## config.mk

```make
export PLATFORM = sky130hd
export DESIGN_NAME = multicycle_control
export DESIGN_NICKNAME = d
export VERILOG_FILES = /design/src/rtl/multicycle_control.sv
export SDC_FILE = /design/constraint.sdc
export NUM_CORES = 1
export LEC_CHECK = 0
export CELL_PAD_IN_SITES_DETAIL_PLACEMENT = 0
export CELL_PAD_IN_SITES_GLOBAL_PLACEMENT = 1
export CORE_MARGIN = 1.5
export CORE_UTILIZATION = 29
export CTS_BUF_LIST = sky130_fd_sc_hd__clkbuf_16
export CTS_CLUSTER_DIAMETER = 80
export DETAILED_ROUTE_END_ITERATION = 7
export GPL_TIMING_DRIVEN = 1
export HOLD_SLACK_MARGIN = 0.03
export PLACE_DENSITY = 0.83
export SLEW_MARGIN = 30
export SYNTH_ARGS = -nofsm -noshare
export SYNTH_HDL_FRONTEND = slang
export SYNTH_SLANG_ARGS = --single-unit
```

## constraint.sdc

```tcl
create_clock -name clk -period 4 [get_ports clk]
set_input_delay 0.8 -clock clk [delete_from_list [all_inputs] [get_ports clk]]
set_output_delay 0.8 -clock clk [all_outputs]
set_load 0.05 [all_outputs]
```

## src/rtl/multicycle_control.sv

```systemverilog
// Multi-cycle MIPS control: a Moore FSM that sequences fetch, decode, execute,
// memory and write-back, and drives datapath mux selects and write enables.
module multicycle_control #(
    parameter logic MEM_HANDSHAKE = 1'b1,
    parameter logic SUPPORT_BNE   = 1'b1,
    parameter logic EXC_ENABLE    = 1'b1
) (
    input  logic       clk,
    input  logic       reset,
    input  logic [5:0] OpCode,
    input  logic [5:0] Funct,
    input  logic       mem_ready,
    output logic       PCWrite,
    output logic       PCWriteCond,
    output logic       BranchNe,
    output logic       IorD,
    output logic       MemRead,
    output logic       MemWrite,
    output logic       IRWrite,
    output logic       RegWrite,
    output logic       ExtOp,
    output logic       LuOp,
    output logic       Exception,
    output logic [1:0] RegDst,
    output logic [1:0] MemtoReg,
    output logic [1:0] ALUSrcA,
    output logic [1:0] ALUSrcB,
    output logic [1:0] ALUOp,
    output logic [2:0] PCSource,
    output logic [3:0] state
);

    typedef enum logic [3:0] {
        S_FETCH    = 4'd0,
        S_DECODE   = 4'd1,
        S_MEMADDR  = 4'd2,
        S_MEMREAD  = 4'd3,
        S_LWWB     = 4'd4,
        S_MEMWRITE = 4'd5,
        S_REXEC    = 4'd6,
        S_RWB      = 4'd7,
        S_BRANCH   = 4'd8,
        S_JUMP     = 4'd9,
        S_JREG     = 4'd10,
        S_IEXEC    = 4'd11,
        S_IWB      = 4'd12,
        S_EXC      = 4'd13
    } state_t;

    state_t cur, nxt, illegal;
    logic   ready;

    assign ready   = MEM_HANDSHAKE ? mem_ready : 1'b1;
    assign illegal = EXC_ENABLE ? S_EXC : S_FETCH;
    assign state   = reset ? cur : 4'd0;

    function automatic logic legal_r(input logic [5:0] f);
        case (f)
            6'h00, 6'h02, 6'h03, 6'h08, 6'h09,
            6'h20, 6'h21, 6'h22, 6'h23, 6'h24,
            6'h25, 6'h26, 6'h27, 6'h2A, 6'h2B: legal_r = 1'b1;
            default:                           legal_r = 1'b0;
        endcase
    endfunction

    always_ff @(posedge clk) begin
        if (!reset) cur <= S_FETCH;
        else        cur <= nxt;
    end

    always_comb begin
        nxt         = S_FETCH;
        PCWrite     = 1'b0;
        PCWriteCond = 1'b0;
        BranchNe    = 1'b0;
        IorD        = 1'b0;
        MemRead     = 1'b0;
        MemWrite    = 1'b0;
        IRWrite     = 1'b0;
        RegWrite    = 1'b0;
        ExtOp       = 1'b0;
        LuOp        = 1'b0;
        Exception   = 1'b0;
        RegDst      = 2'b00;
        MemtoReg    = 2'b00;
        ALUSrcA     = 2'b00;
        ALUSrcB     = 2'b00;
        ALUOp       = 2'b00;
        PCSource    = 3'b000;
        // Reset forces every strobe and select low, even mid-instruction.
        if (reset) begin
            case (cur)
                S_FETCH: begin
                    MemRead = 1'b1;
                    ALUSrcB = 2'b01;
                    IRWrite = ready;
                    PCWrite = ready;
                    nxt     = ready ? S_DECODE : S_FETCH;
                end
                S_DECODE: begin
                    ALUSrcB = 2'b11;
                    ExtOp   = 1'b1;
                    case (OpCode)
                        6'h23, 6'h2B: nxt = S_MEMADDR;
                        6'h00: begin
                            if (Funct == 6'h08 || Funct == 6'h09) nxt = S_JREG;
                            else if (legal_r(Funct))              nxt = S_REXEC;
                            else                                  nxt = illegal;
                        end
                        6'h04:        nxt = S_BRANCH;
                        6'h05:        nxt = SUPPORT_BNE ? S_BRANCH : illegal;
                        6'h02, 6'h03: nxt = S_JUMP;
                        6'h08, 6'h09, 6'h0A, 6'h0B, 6'h0C, 6'h0F: nxt = S_IEXEC;
                        default:      nxt = illegal;
                    endcase
                end
                S_MEMADDR: begin
                    ALUSrcA = 2'b01;
                    ALUSrcB = 2'b10;
                    ExtOp   = 1'b1;
                    nxt     = (OpCode == 6'h2B) ? S_MEMWRITE : S_MEMREAD;
                end
                S_MEMREAD: begin
                    MemRead = 1'b1;
                    IorD    = 1'b1;
                    nxt     = ready ? S_LWWB : S_MEMREAD;
                end
                S_LWWB: begin
                    RegWrite = 1'b1;
                    MemtoReg = 2'b01;
                end
                S_MEMWRITE: begin
                    MemWrite = 1'b1;
                    IorD     = 1'b1;
                    nxt      = ready ? S_FETCH : S_MEMWRITE;
                end
                S_REXEC: begin
                    ALUSrcA = (Funct == 6'h00 || Funct == 6'h02 || Funct == 6'h03) ? 2'b10 : 2'b01;
                    ALUOp   = 2'b10;
                    nxt     = S_RWB;
                end
                S_RWB: begin
                    RegWrite = 1'b1;
                    RegDst   = 2'b01;
                end
                S_BRANCH: begin
                    ALUSrcA     = 2'b01;
                    ALUOp       = 2'b01;
                    PCWriteCond = 1'b1;
                    PCSource    = 3'b001;
                    BranchNe    = (OpCode == 6'h05);
                end
                S_JUMP: begin
                    PCWrite  = 1'b1;
                    PCSource = 3'b010;
                    if (OpCode == 6'h03) begin
                        RegWrite = 1'b1;
                        RegDst   = 2'b10;
                        MemtoReg = 2'b10;
                    end
                end
                S_JREG: begin
                    PCWrite  = 1'b1;
                    PCSource = 3'b011;
                    if (Funct == 6'h09) begin
                        RegWrite = 1'b1;
                        RegDst   = 2'b01;
                        MemtoReg = 2'b10;
                    end
                end
                S_IEXEC: begin
                    ALUSrcA = 2'b01;
                    ALUSrcB = 2'b10;
                    ALUOp   = 2'b11;
                    ExtOp   = (OpCode != 6'h0C);
                    LuOp    = (OpCode == 6'h0F);
                    nxt     = S_IWB;
                end
                S_IWB: begin
                    RegWrite = 1'b1;
                end
                S_EXC: begin
                    PCWrite   = 1'b1;
                    PCSource  = 3'b100;
                    Exception = 1'b1;
                end
                default: nxt = S_FETCH;
            endcase
        end
    end

endmodule

```

# Word-level counts from Yosys, hierarchy flattened

Memories as Yosys holds them, arrays and structs flattened.
Index checks and enable logic that the tools add are counted.

Add/subtract/negate cells: 0
Multipliers: 0
Div/mod/pow operators: 0
Magnitude comparators: 0
Eq/ne operators: 30
Shift-type cells: 0
Muxes and demuxes: 53
Bitwise logic cells: 0
Reduce and logical (&&, ||, !) cells: 17

Operator list:

| kind                                                             | number |
|---|---|
| 6-bit by 4-bit == test with 1-bit output (second input constant) | 8 |
| 4-bit case mux with 7 select lines                               | 1 |
| 1-bit two-way mux                                                | 27 |
| 4-bit == test (second input constant)                            | 6 |
| 6-bit by 2-bit == test with 1-bit output (second input constant) | 4 |
| 2-bit case mux with 3 select lines                               | 4 |
| 4-bit case mux with 5 select lines                               | 1 |
| 4-bit by 3-bit == test with 1-bit output (second input constant) | 4 |
| 2-bit two-way mux                                                | 8 |
| 2-bit OR reduction                                               | 7 |
| 6-bit by 3-bit == test with 1-bit output (second input constant) | 2 |
| 6-bit == test (second input constant)                            | 2 |
| 6-bit logical NOT                                                | 2 |
| 3-bit two-way mux                                                | 4 |
| 4-bit two-way mux                                                | 3 |
| 3-bit case mux with 4 select lines                               | 1 |
| 3-bit OR reduction                                               | 3 |
| 4-bit by 2-bit == test with 1-bit output (second input constant) | 2 |
| 6-bit by 4-bit != test with 1-bit output (second input constant) | 1 |
| 6-bit OR reduction                                               | 1 |
| 4-bit by 1-bit == test with 1-bit output (second input constant) | 1 |
| 4-bit logical NOT                                                | 1 |
| 1-bit case mux with 2 select lines                               | 2 |
| 2-bit case mux with 2 select lines                               | 1 |
| 2 further kinds                                                  | 4 |

Bits in registers: 4
Latch bits: 0
Memory bits (writable): 0
ROM bits: 64
Input port bits: 15
Logic and storage cells: 102
Memories kept: 1

Memory list:

| name            | words | width | read ports | clocked after memory_dff | wr ports | RTL line | RTL |
|---|---|---|---|---|---|---|---|
| (no name shown) | 64    | 1     | 1          | 0                        | 0        | 58       | `case (f)` |

# Longest topological paths before layout

Word-level depth: 10
Gate-level depth with buffers: 6
Mapped depth without buffers: 5

# Worst setup path before layout

No wires, ideal clock.

Kind: input to output
From: input port reset
To: output port MemRead
Arrival: 2.647 ns
Required time: 3.200 ns
Path slack: 0.553 ns
Cell stages on the path: 2
Path through: clkbuf_1 > nor4b_1

Word-level cells in the longest chain between the ends: 1

Ends and longest elaborated chain:

| element           | RTL line | RTL |
|---|---|---|
| start, declared   | 9        | `input logic reset,` |
| 1-bit two-way mux | 91       | `if (reset) begin` |
| end, declared     | 17       | `output logic MemRead,` |

Every way passes these cells.

# Worst setup path after layout

From: input port Funct[3]
To: output port ALUSrcA[0]

Word-level cells in the longest chain between the ends: 6
Elaborated cells on any way between the ends: 8

Ends and longest elaborated chain:

| element                                                                              | RTL line | RTL |
|---|---|---|
| start, declared                                                                      | 11       | `input logic [5:0] Funct,` |
| 6-bit by 2-bit == test with 1-bit output / 6-bit logical NOT (equally long branches) | 138      | `ALUSrcA = (Funct == 6'h00 \|\| Funct == 6'h02 \|\| Funct == 6'h03) ? 2'b10 : 2'b01;` |
| 1-bit logical OR                                                                     | 138      |  |
| 1-bit logical OR (*)                                                                 | 138      |  |
| 2-bit two-way mux (*)                                                                | 138      |  |
| 2-bit case mux with 2 select lines (*)                                               | 92       | `case (cur)` |
| 2-bit two-way mux (*)                                                                | 91       |  |
| end, declared                                                                        | 26       | `output logic [1:0] ALUSrcA,` |

Every way passes the cells marked *; elsewhere a longest branch is shown, timed or not.

==> flow_metrics.env <==
export IMPL_min_period_ps=3830
export IMPL_largestRegisters="cur x4"
export IMPL_tightest_slew_ps=625
export IMPL_grtUsageMet2_pct=31.3
export IMPL_min_period_over_period_pct=95.9
export IMPL_numCtsBuffers=3
export IMPL_ir_drop_v=0.000155
export IMPL_power_density_nw_per_um2=451
export IMPL_status="complete, no violations"
export IMPL_cp_start_kind="input port"
export IMPL_synth_top_family_by_area="simple AND/OR/NAND/NOR gates"
export IMPL_finalSetupTns_ps=0
export IMPL_drt_wirelength_per_cell_microns=14.9
export IMPL_grt_busiest_layer="met2"
export IMPL_num_vias=1257
export IMPL_ys_types=43
export IMPL_avgSynthCellArea_sq_um=6.11
export IMPL_clock_path_buffers=2
export IMPL_regMostFlops="cur"
export IMPL_maxSlewHeadroom_pct=58.2
export IMPL_grtUsageTotal_pct=19.2
export IMPL_endpoint_kind="primary output"
export IMPL_antenna_found_initial=0
export IMPL_dieArea_sq_um=3460
export IMPL_totalWireLength_microns=3260
export IMPL_largest_register_ffs=4
export IMPL_dieHeight_microns=58.9
export IMPL_grt_pass1_vias=1175
export IMPL_seq_area_frac_synth_pct=8.85
export IMPL_finish_utilization_pct=47.0
export IMPL_criticalPathCategory="in -> out"
export IMPL_yosysWarnings=0
export IMPL_cts_hold_buf=0
export IMPL_ys_ff_latch=4
export IMPL_skew_ps=3.84
export IMPL_cts_tree="done"
export IMPL_diodes=0
export IMPL_viasPerCell=5.77
export IMPL_synth_main_ff_cell="dfxtp_1"
export IMPL_io_pins=43
export IMPL_grt_overflow=0
export IMPL_final_common_cell="clkdlybuf4s50_1"
export IMPL_grt_setup_unrepaired="false"
export IMPL_grt_max_degree=20
export IMPL_ant_nets=0
export IMPL_muxShareOfSynthArea_pct=0
export IMPL_synth_nets=163
export IMPL_synth_fa_ha_area_share_pct=0
export IMPL_postCtsSetupBuffers=0
export IMPL_cts_clk_slew_worst_paths_ps=30
export IMPL_synth_compound_area_share_pct=26.3
export IMPL_grt_met1_usage_pct=26.0
export IMPL_finalMaxSlewViolations=0
export IMPL_gp_congestion=0.887
export IMPL_synth_edff_count=0
export IMPL_async_flop_share_pct=0
export IMPL_drive_gt1_share_pct=10.8
export IMPL_start_util_pct=30.1
export IMPL_cp_required_ps=3200
export IMPL_drv_cap=0
export IMPL_io_buffers=42
export IMPL_grt_use_met3_pct=2.86
export IMPL_first_pass_iters=4
export IMPL_p_leak_nw=0.522
export IMPL_slowest_stage="clkdlybuf4s50_1"
export IMPL_worstPathMaxFanout=6
export IMPL_cp_cell_sequence="clkdlybuf4s50_1, or4_1, a21oi_1, o22ai_1, and2_1, clkdlybuf4s50_1"
export IMPL_cts_sinks=4
export IMPL_p_total_uw=636
export IMPL_cts_resized=0
export IMPL_hpwl_microns=2510
export IMPL_root_buffer="clkbuf_16"
export IMPL_hold_viol=0
export IMPL_layout_common_cells="clkdlybuf4s50_1, nand2_1, nor2_1, buf_4, a21oi_1"
export IMPL_die_w_microns=58.9
export IMPL_synth_simple_gate_area_share_pct=55.3
export IMPL_cp_arrival_ps=3030
export IMPL_coreArea_sq_um=3000
export IMPL_drt_initial_drc_count=43
export IMPL_synthXorXnorAreaFrac_pct=0.968
export IMPL_netlist_area_sq_um=905
export IMPL_htree_levels=1
export IMPL_crit_top_cell="clkdlybuf4s50_1"
export IMPL_netlist_instances=148
export IMPL_area_growth_pct=55.9
export IMPL_final_net_count=202
export IMPL_critical_path_max_stage_delay_ps=690
export IMPL_clkLatencyLatePin_ps=230
export IMPL_rows=20
export IMPL_drcViolationCount=0
export IMPL_hold_path_class="reg -> reg"
export IMPL_fmax_ghz=0.261
export IMPL_grt_pass1_wl_microns=5220
export IMPL_setup_viol=0
synth_stat cells, types with 2 or more instances:
cell type	instances	area (sq um)
nand2_1	17	63.8
nor2_1	15	56.3
a21oi_1	10	50.1
nand2b_1	9	56.3
and2_1	8	50.1
nor3_1	8	40.0
clkbuf_1	6	22.5
inv_1	6	22.5
nor4_1	6	37.5
a211oi_1	4	30.0
dfxtp_1	4	80.1
nand3_1	4	20.0
o21ai_0	4	20.0
o22ai_1	4	25.0
a31oi_1	3	18.8
and3_1	3	18.8
nand4_1	3	18.8
nor2b_1	3	18.8
nor3b_1	3	22.5
a221oi_1	2	17.5
buf_1	2	7.51
buf_2	2	10.0
o32ai_1	2	17.5
worst max-delay path, delay by kind of cell:
family                 cells  cell delay (ps)
AO/OA/AOI/OAI              2              330
buffers and inverters      2             1180
AND/OR/NAND/NOR            2              720
metrics by stage:
| stage | hold WS [ps] | setup WS (ps) | instances | area [sq um] |
|---|---|---|---|---|
| 5_1_grt | 826 | 72.0 | 218 | 1410 |
| 2_1_floorplan | 659 | 553 | 148 | 905 |
| 3_5_place_dp | 718 | 169 | 215 | 1340 |
| 4_1_cts | 738 | 168 | 218 | 1410 |
| 3_3_place_gp | 706 | 216 | 215 | 1340 |
| 6_report | 742 | 165 | 218 | 1410 |
cell families (layout without fill, tap and decap cells):
group | Yosys count | in the layout
simple gates | 89 | 89
compound gates | 36 | 36
flops | 4 | 4
buf+inv | 18 | 55
xor+xnor | 1 | 1
routing by layer:
metal / vias up / wire, microns
met2: 46 / 1570
met4: 0 / 30
met5: - / 0
met1: 584 / 1460
li1: 623 / -
met3: 4 / 193
power breakdown:
group / total, mW / leakage (nW) / switching (mW) / internal (mW)
combinational: 0.403 / 0.452 / 0.267 / 0.136
sequential: 0.0775 / 0.0327 / 0.0268 / 0.0507
clock: 0.156 / 0.0370 / 0.0281 / 0.128
total: 0.636 / 0.522 / 0.322 / 0.315
final timing paths:
check	start	to	slack (ps)	depth (start not counted)
hold / removal	cur[1]$_SDFF_PN0_	cur[1]$_SDFF_PN0_	740	2
hold reg to reg	cur[1]$_SDFF_PN0_	cur[1]$_SDFF_PN0_	740	2
setup / recovery	Funct[3]	ALUSrcA[0]	170	6
setup reg to reg	cur[1]$_SDFF_PN0_	cur[0]$_SDFF_PN0_	2200	5
cell type report:
type                            count  area, sq um
Multi-Input combinational cell    126          747
Fill cell                         342         1590
Inverter                            7         26.3
Timing Repair Buffer               45          440
Sequential cell                     4         80.1
Tap cell                           33         41.3
Clock buffer                        3         75.1
Note: power is estimated with default switching activity, not from simulation.
